## src/rtl/cork_supply_ctrl.sv

```systemverilog
// cork_supply_ctrl
//   Keeps the capping-line cork tray topped up from a dispenser with limited
//   stock. A four-state FSM (IDLE/MONITOR/DISPENSE/ALARM) watches the tray
//   level, runs a fixed-length dispense when the tray runs low, and raises an
//   alarm when both the tray and the dispenser are empty.
// Ports
//   clk, reset          single clock, synchronous active-high reset
//   enable              line running
//   cork_used           1-cycle pulse, one cork consumed from the tray
//   stock_load          1-cycle pulse, dispenser restocked to STOCK_INIT
//   tray_count          corks in tray (registered)
//   stock_count         corks in dispenser (registered)
//   tray_tens/units     registered BCD digits of tray_count
//   tray_low/empty      zero-latency decodes of tray_count
//   AD / A              dispenser active / alarm, decoded from state
//   refill_done         1-cycle pulse, concurrent with the refilled tray_count
//   underrun            1-cycle pulse, cork_used seen while the tray was empty
module cork_supply_ctrl #(
  parameter int W          = 8,
  parameter int TRAY_CAP   = 20,
  parameter int LOW_THRESH = 5,
  parameter int REFILL_QTY = 15,
  parameter int STOCK_INIT = 40,
  parameter int DISP_LAT   = 4
) (
  input  logic         clk,
  input  logic         reset,
  input  logic         enable,
  input  logic         cork_used,
  input  logic         stock_load,
  output logic [W-1:0] tray_count,
  output logic [W-1:0] stock_count,
  output logic [3:0]   tray_tens,
  output logic [3:0]   tray_units,
  output logic         tray_low,
  output logic         tray_empty,
  output logic         AD,
  output logic         A,
  output logic         refill_done,
  output logic         underrun
);

  localparam int TW = $clog2(DISP_LAT + 1);

  typedef enum logic [1:0] {IDLE, MONITOR, DISPENSE, ALARM} state_t;

  state_t        state, state_nxt;
  logic [TW-1:0] timer, timer_nxt;
  logic [W-1:0]  tray_nxt, stock_nxt;
  logic [W-1:0]  room, xfer;
  logic          refill_nxt, underrun_nxt;

  assign tray_low   = (tray_count <= W'(LOW_THRESH));
  assign tray_empty = (tray_count == '0);
  assign AD         = (state == DISPENSE);
  assign A          = (state == ALARM);

  always_comb begin
    state_nxt    = state;
    timer_nxt    = timer;
    tray_nxt     = tray_count;
    stock_nxt    = stock_count;
    refill_nxt   = 1'b0;
    underrun_nxt = 1'b0;

    // Transfer size is taken from the pre-decrement tray level, so a cork
    // used on the transfer cycle still lands the tray at count + T - 1.
    room = W'(TRAY_CAP) - tray_count;
    xfer = W'(REFILL_QTY);
    if (stock_count < xfer) xfer = stock_count;
    if (room < xfer)        xfer = room;

    // Cork consumption; never wraps below zero.
    if (cork_used && state != IDLE) begin
      if (tray_count == '0)    underrun_nxt = 1'b1;
      else if (state != ALARM) tray_nxt     = tray_count - W'(1);
    end

    case (state)
      IDLE: begin
        if (stock_load) stock_nxt = W'(STOCK_INIT);
        if (enable)     state_nxt = MONITOR;
      end
      MONITOR: begin
        if (stock_load) stock_nxt = W'(STOCK_INIT);
        if (!enable)
          state_nxt = IDLE;
        else if (tray_count == '0 && stock_count == '0)
          state_nxt = ALARM;
        else if (tray_count <= W'(LOW_THRESH) && stock_count != '0) begin
          state_nxt = DISPENSE;
          timer_nxt = TW'(DISP_LAT);
        end
      end
      DISPENSE: begin
        // stock_load is deliberately ignored while the dispenser is moving.
        if (!enable)
          state_nxt = IDLE;
        else if (timer == TW'(1)) begin
          tray_nxt   = tray_nxt + xfer;
          stock_nxt  = stock_count - xfer;
          refill_nxt = 1'b1;
          state_nxt  = MONITOR;
        end else
          timer_nxt = timer - TW'(1);
      end
      ALARM: begin
        // Dropping enable wins over a coincident restock.
        if (!enable)
          state_nxt = IDLE;
        else if (stock_load) begin
          stock_nxt = W'(STOCK_INIT);
          state_nxt = MONITOR;
        end
      end
      default: state_nxt = IDLE;
    endcase
  end

  always_ff @(posedge clk) begin
    if (reset) begin
      state       <= IDLE;
      timer       <= '0;
      tray_count  <= W'(TRAY_CAP);
      tray_tens   <= 4'(TRAY_CAP / 10);
      tray_units  <= 4'(TRAY_CAP % 10);
      stock_count <= W'(STOCK_INIT);
      refill_done <= 1'b0;
      underrun    <= 1'b0;
    end else begin
      state       <= state_nxt;
      timer       <= timer_nxt;
      tray_count  <= tray_nxt;
      tray_tens   <= 4'(tray_nxt / W'(10));
      tray_units  <= 4'(tray_nxt % W'(10));
      stock_count <= stock_nxt;
      refill_done <= refill_nxt;
      underrun    <= underrun_nxt;
    end
  end

endmodule
```

## config.mk

```make
export PLATFORM = sky130hd
export DESIGN_NAME = cork_supply_ctrl
export DESIGN_NICKNAME = d
export VERILOG_FILES = /design/src/rtl/cork_supply_ctrl.sv
export SDC_FILE = /design/constraint.sdc
export NUM_CORES = 1
export LEC_CHECK = 0
export CELL_PAD_IN_SITES_DETAIL_PLACEMENT = 1
export CELL_PAD_IN_SITES_GLOBAL_PLACEMENT = 2
export CORE_ASPECT_RATIO = 1.4
export CORE_MARGIN = 2
export CORE_UTILIZATION = 30
export DETAILED_ROUTE_END_ITERATION = 16
export PLACE_DENSITY_LB_ADDON = 0.1
export SLEW_MARGIN = 5
export SYNTH_ARGS = -nofsm -noshare
export SYNTH_HDL_FRONTEND = slang
export SYNTH_SLANG_ARGS = --single-unit
```

## constraint.sdc

```tcl
create_clock -name clk -period 5.28 [get_ports clk]
set_input_delay 1.584 -clock clk [delete_from_list [all_inputs] [get_ports clk]]
set_output_delay 1.584 -clock clk [all_outputs]
set_load 0.005 [all_outputs]
```

==> flow_summary_export.csv <==
group,metric,value,unit
timing,fin_ws,-0.335,ns
timing,tightestPinTransition,0.804,ns
synth,synth_top_family_by_area,"simple AND/OR/NAND/NOR gates",
floorplan,core,0.0112,mm2
finish,design_area,0.00596,mm2
synth,synthTopCellsByArea,"dfxtp_1 (18%), ha_1 (7.7%), nand2_1 (6.2%)",
critical_path,worstPathArrival,5.82,ns
power_and_ir_drop,p_comb_frac,0.434,
critical_path,critPathLaunchType,"flop",
critical_path,path_class,"flop to flop",
clock_tree,htree_levels,2,
global_routing,grt_use_total,0.244,
critical_path,critical_path.endpoint_type,"flop",
power_and_ir_drop,ir_drop,109,uV
synth,synthArstFlopShare,0,
power_and_ir_drop,p_int,0.000747,W
detailed_routing,first_pass_iters,4,
clock_tree,cts.path.max_buffers,2,
timing,final_hold_viol_count,0,
synth,synthXorXnorAreaFrac,0.0641,
min_path,min_path_type,"flop to flop",
timing,maxSlewHeadroom,0.458,
floorplan,chipHeight,130,um
power_and_ir_drop,power-per-cell-area,189,mW/mm2
synth,synth.top_cell.area_share,0.177,
global_routing,grt_pass1_wl,23.0,mm
power_and_ir_drop,clkPwrFrac,0.357,
global_routing,grt_pass1_vias,4591,
detailed_routing,wirelength,15.3,mm
global_routing,antenna_found_initial,0,
detailed_routing,vias_per_cell,5.42,
timing,rsz0062_at_grt,"yes",
timing,min_period,5.61,ns
power_and_ir_drop,switchingPower,0.000377,W
floorplan,row_count,46,
critical_path,crit_fanout,5,
floorplan,start_util,0.304,
power_and_ir_drop,leakagePower,2.51,nW
clock_tree,clk_pin_slew_worst_paths,0.05,ns
timing,finalCritPeriodShare,1.06,
finish,insertedDiodeCount,0,
detailed_routing,first_iter_violations,141,
global_routing,grt_remaining_overflow,0,
power_and_ir_drop,switching_share,0.335,
finish,area_delta_synth_final,75.4,%
synth,synth.largest_area_cell,"dfxtp_1",
power_and_ir_drop,p_seq_frac,0.209,
synth,synth_edf_count,0,
placement,dp_hpwl,10.9,mm
clock_tree,root_buffer,"clkbuf_16",
synth,post_synth_inst_count,472,
synth,synth_seq_cells,30,
floorplan,pin_count,35,
timing,slew_viol_final,0,
detailed_routing,post_drt_wl_per_cell,19.3,um
detailed_routing,drc_errors,0,
run,drv_cap,0,
timing,setup_viol,6,
finish,layout.nets,675,
clock_tree,clock_sinks,30,
synth,synth_fa_ha_area_frac,0.0951,
clock_tree,cts_buffers,5,
clock_tree,cts_tree,"yes",
detailed_routing,ant_nets,0,
synth,postSynthAreaPerCell,7.19,um2
finish,drive_above_1_share,0.434,
synth,yosysSeqAreaShare,0.177,
synth,yosys_most_used_dff,"dfxtp_1",
synth,yosysWarnings,0,
synth,synth.area.mux_share,0.0262,
synth,synth_compound_area_frac,0.277,
synth,synthSimpleGateAreaFrac,0.292,
timing,fin_skew,0.00880,ns
floorplan,die_width,93.9,um
status,violations,"setup timing",
synth,syn_area,0.00340,mm2
placement,dpl_cell_area,0.00481,mm2
critical_path,worstPathRequired,5.48,ns
synth,synth_cell_types,78,
placement,portBuffers,34,
clock_tree,worstSkewPairLatency,0.29,ns
timing,fin_setup_tns,-1.54,ns
global_routing,grt_max_degree,23,
status,status,"finished, violations left",
detailed_routing,num_vias,4290,
placement,place_congestion,0.887,
floorplan,dieArea,0.0122,mm2
timing,fmax,0.178,GHz
[cell type report]
| class | instances | area (um2) |
|---|---|---|
| sequential | 30 | 607 |
| timing repair buffer | 189 | 1590 |
| clock inverter | 2 | 60.1 |
| clock buffer | 6 | 139 |
| tap | 144 | 180 |
| fill | 1338 | 5210 |
| multi-input combinational | 395 | 3280 |
| inverter | 26 | 100 |
[worst max-delay path: stages, from the launching register on]
cell and delay (ns):
dfxtp_2 0.32, or4_4 0.57, nand2b_4 0.18, inv_4 0.07, ha_4 0.19, o211ai_1 0.25
a21oi_2 0.14, a21oi_4 0.22, nor3_2 0.06, a21oi_2 0.14, ha_2 0.21, inv_2 0.04
fa_2 0.37, nor2b_4 0.13, o21a_1 0.17, nor2_4 0.06, a211oi_4 0.19, buf_4 0.23
o41ai_4 0.11, a2bb2oi_4 0.20, or3_4 0.37, a31oi_4 0.18, or3_4 0.19, and2_4 0.20
buf_4 0.11, nand3_1 0.07, a221o_1 0.33, o31ai_1 0.23
[cell families (layout without fill, tap and decap cells)]
kind of cell,Yosys count,after routing
adders and majority gates,25,25
DFF,30,30
AOI/OAI and AO/OA,135,135
and+or+nand+nor,203,204
buffers and inverters,51,223
xor gates and xnor gates,21,21
other,1,4
muxes,6,6
[worst paths after layout]
check	endpoint	start	slack [ns]	cells past startpoint
min	timer[1]$_SDFFE_PP0P_	timer[1]$_SDFFE_PP0P_	0.46	2
max	tray_tens[0]$_SDFF_PP0_	stock_count[4]$_SDFFE_PP0P_	-0.33	27
min reg2reg	timer[1]$_SDFFE_PP0P_	timer[1]$_SDFFE_PP0P_	0.46	2
max reg2reg	tray_tens[0]$_SDFF_PP0_	stock_count[4]$_SDFFE_PP0P_	-0.33	27
[metrics by stage]
| stage | cells | util | worst slack (ns) | hold WS (ns) | total power (W) |
|---|---|---|---|---|---|
| floorplan | 475 | - | -0.107 | 0.432 | 0.000466 |
| global placement | 746 | 0.431 | -0.696 | 0.443 | 0.000612 |
| detailed placement | 746 | 0.431 | -0.830 | 0.452 | 0.000618 |
| CTS | 780 | 0.502 | -0.252 | 0.459 | 0.00108 |
| global route | 792 | 0.534 | -0.588 | 0.479 | 0.00118 |
| finish | 792 | 0.534 | -0.335 | 0.456 | 0.00112 |
[sequential cells by signal, summed over array words and instances (netlist names)]
signal / flops
tray_count: 8
tray_tens: 4
timer: 3
stock_count: 8
underrun: 1
tray_units: 3
refill_done: 1
state: 2
[cells in the mapped netlist, types with 5 or more instances]
cell      count
nand2_1      56
nor2_1       56
a21oi_1      32
dfxtp_1      30
ha_1         21
inv_1        21
o21ai_0      21
nor3_1       20
nand3_1      18
xnor2_1      13
clkbuf_1     11
a31oi_1      10
nor2b_1      10
a21o_1        9
nand2b_1      9
o211ai_1      9
o21a_1        8
buf_2         7
or3_1         6
a22oi_1       5
nand4_1       5
o22ai_1       5
xor2_1        5
[layout by cell type (no fill, tap or decap), types with 4 or more instances in the layout]
| cell | n |
|---|---|
| buf_4 | 132 |
| nand2_1 | 51 |
| nor2_1 | 50 |
| clkdlybuf4s50_1 | 33 |
| dfxtp_1 | 27 |
| buf_6 | 23 |
| a21oi_1 | 20 |
| inv_1 | 16 |
| nor3_1 | 15 |
| nand3_1 | 14 |
| ha_1 | 14 |
| o21ai_0 | 13 |
| o211ai_1 | 9 |
| xnor2_1 | 9 |
| inv_2 | 8 |
| nor2b_1 | 8 |
| a21oi_2 | 8 |
| a21o_1 | 8 |
| o21a_1 | 8 |
| nor2_4 | 6 |
| a31oi_1 | 6 |
| a21oi_4 | 5 |
| xnor2_2 | 5 |
| nand4_1 | 5 |
| o21ai_1 | 5 |
| nand2b_1 | 5 |
| o22ai_1 | 5 |
| ha_4 | 5 |
| clkbuf_16 | 5 |
| nand2b_4 | 4 |
| o21ai_2 | 4 |
| conb_1 | 4 |
[per-layer routing]
| layer | routed length [um] | GRT usage | vias to the layer above |
|---|---|---|---|
| li1 | - | - | 2054 |
| met1 | 5800 | 0.250 | 2111 |
| met2 | 8600 | 0.491 | 91 |
| met3 | 369 | 0.0248 | 34 |
| met4 | 484 | 0.106 | 0 |
| met5 | 0 | 0 | - |
[power groups by stage]
stage / registers (W) / clock network [W] / logic [W]
4_1_cts: 0.000235 / 0.000408 / 0.000441
3_5_place_dp: 0.000239 / 0 / 0.000378
6_report: 0.000235 / 0.000401 / 0.000487
2_1_floorplan: 0.000239 / 0 / 0.000227
3_3_place_gp: 0.000239 / 0 / 0.000373
5_1_grt: 0.000235 / 0.000419 / 0.000523
[repair_timing]
| action | CTS | global route |
|---|---|---|
| hold buffers | 0 | 0 |
| gates resized for setup | 78 | 54 |
| gates cloned | 1 | 0 |
| setup endpoints to repair | 6 | 8 |
| pin swaps | 46 | 48 |
| setup buffers | 25 | 13 |
No activity file was read; power rests on OpenSTA's default activity.
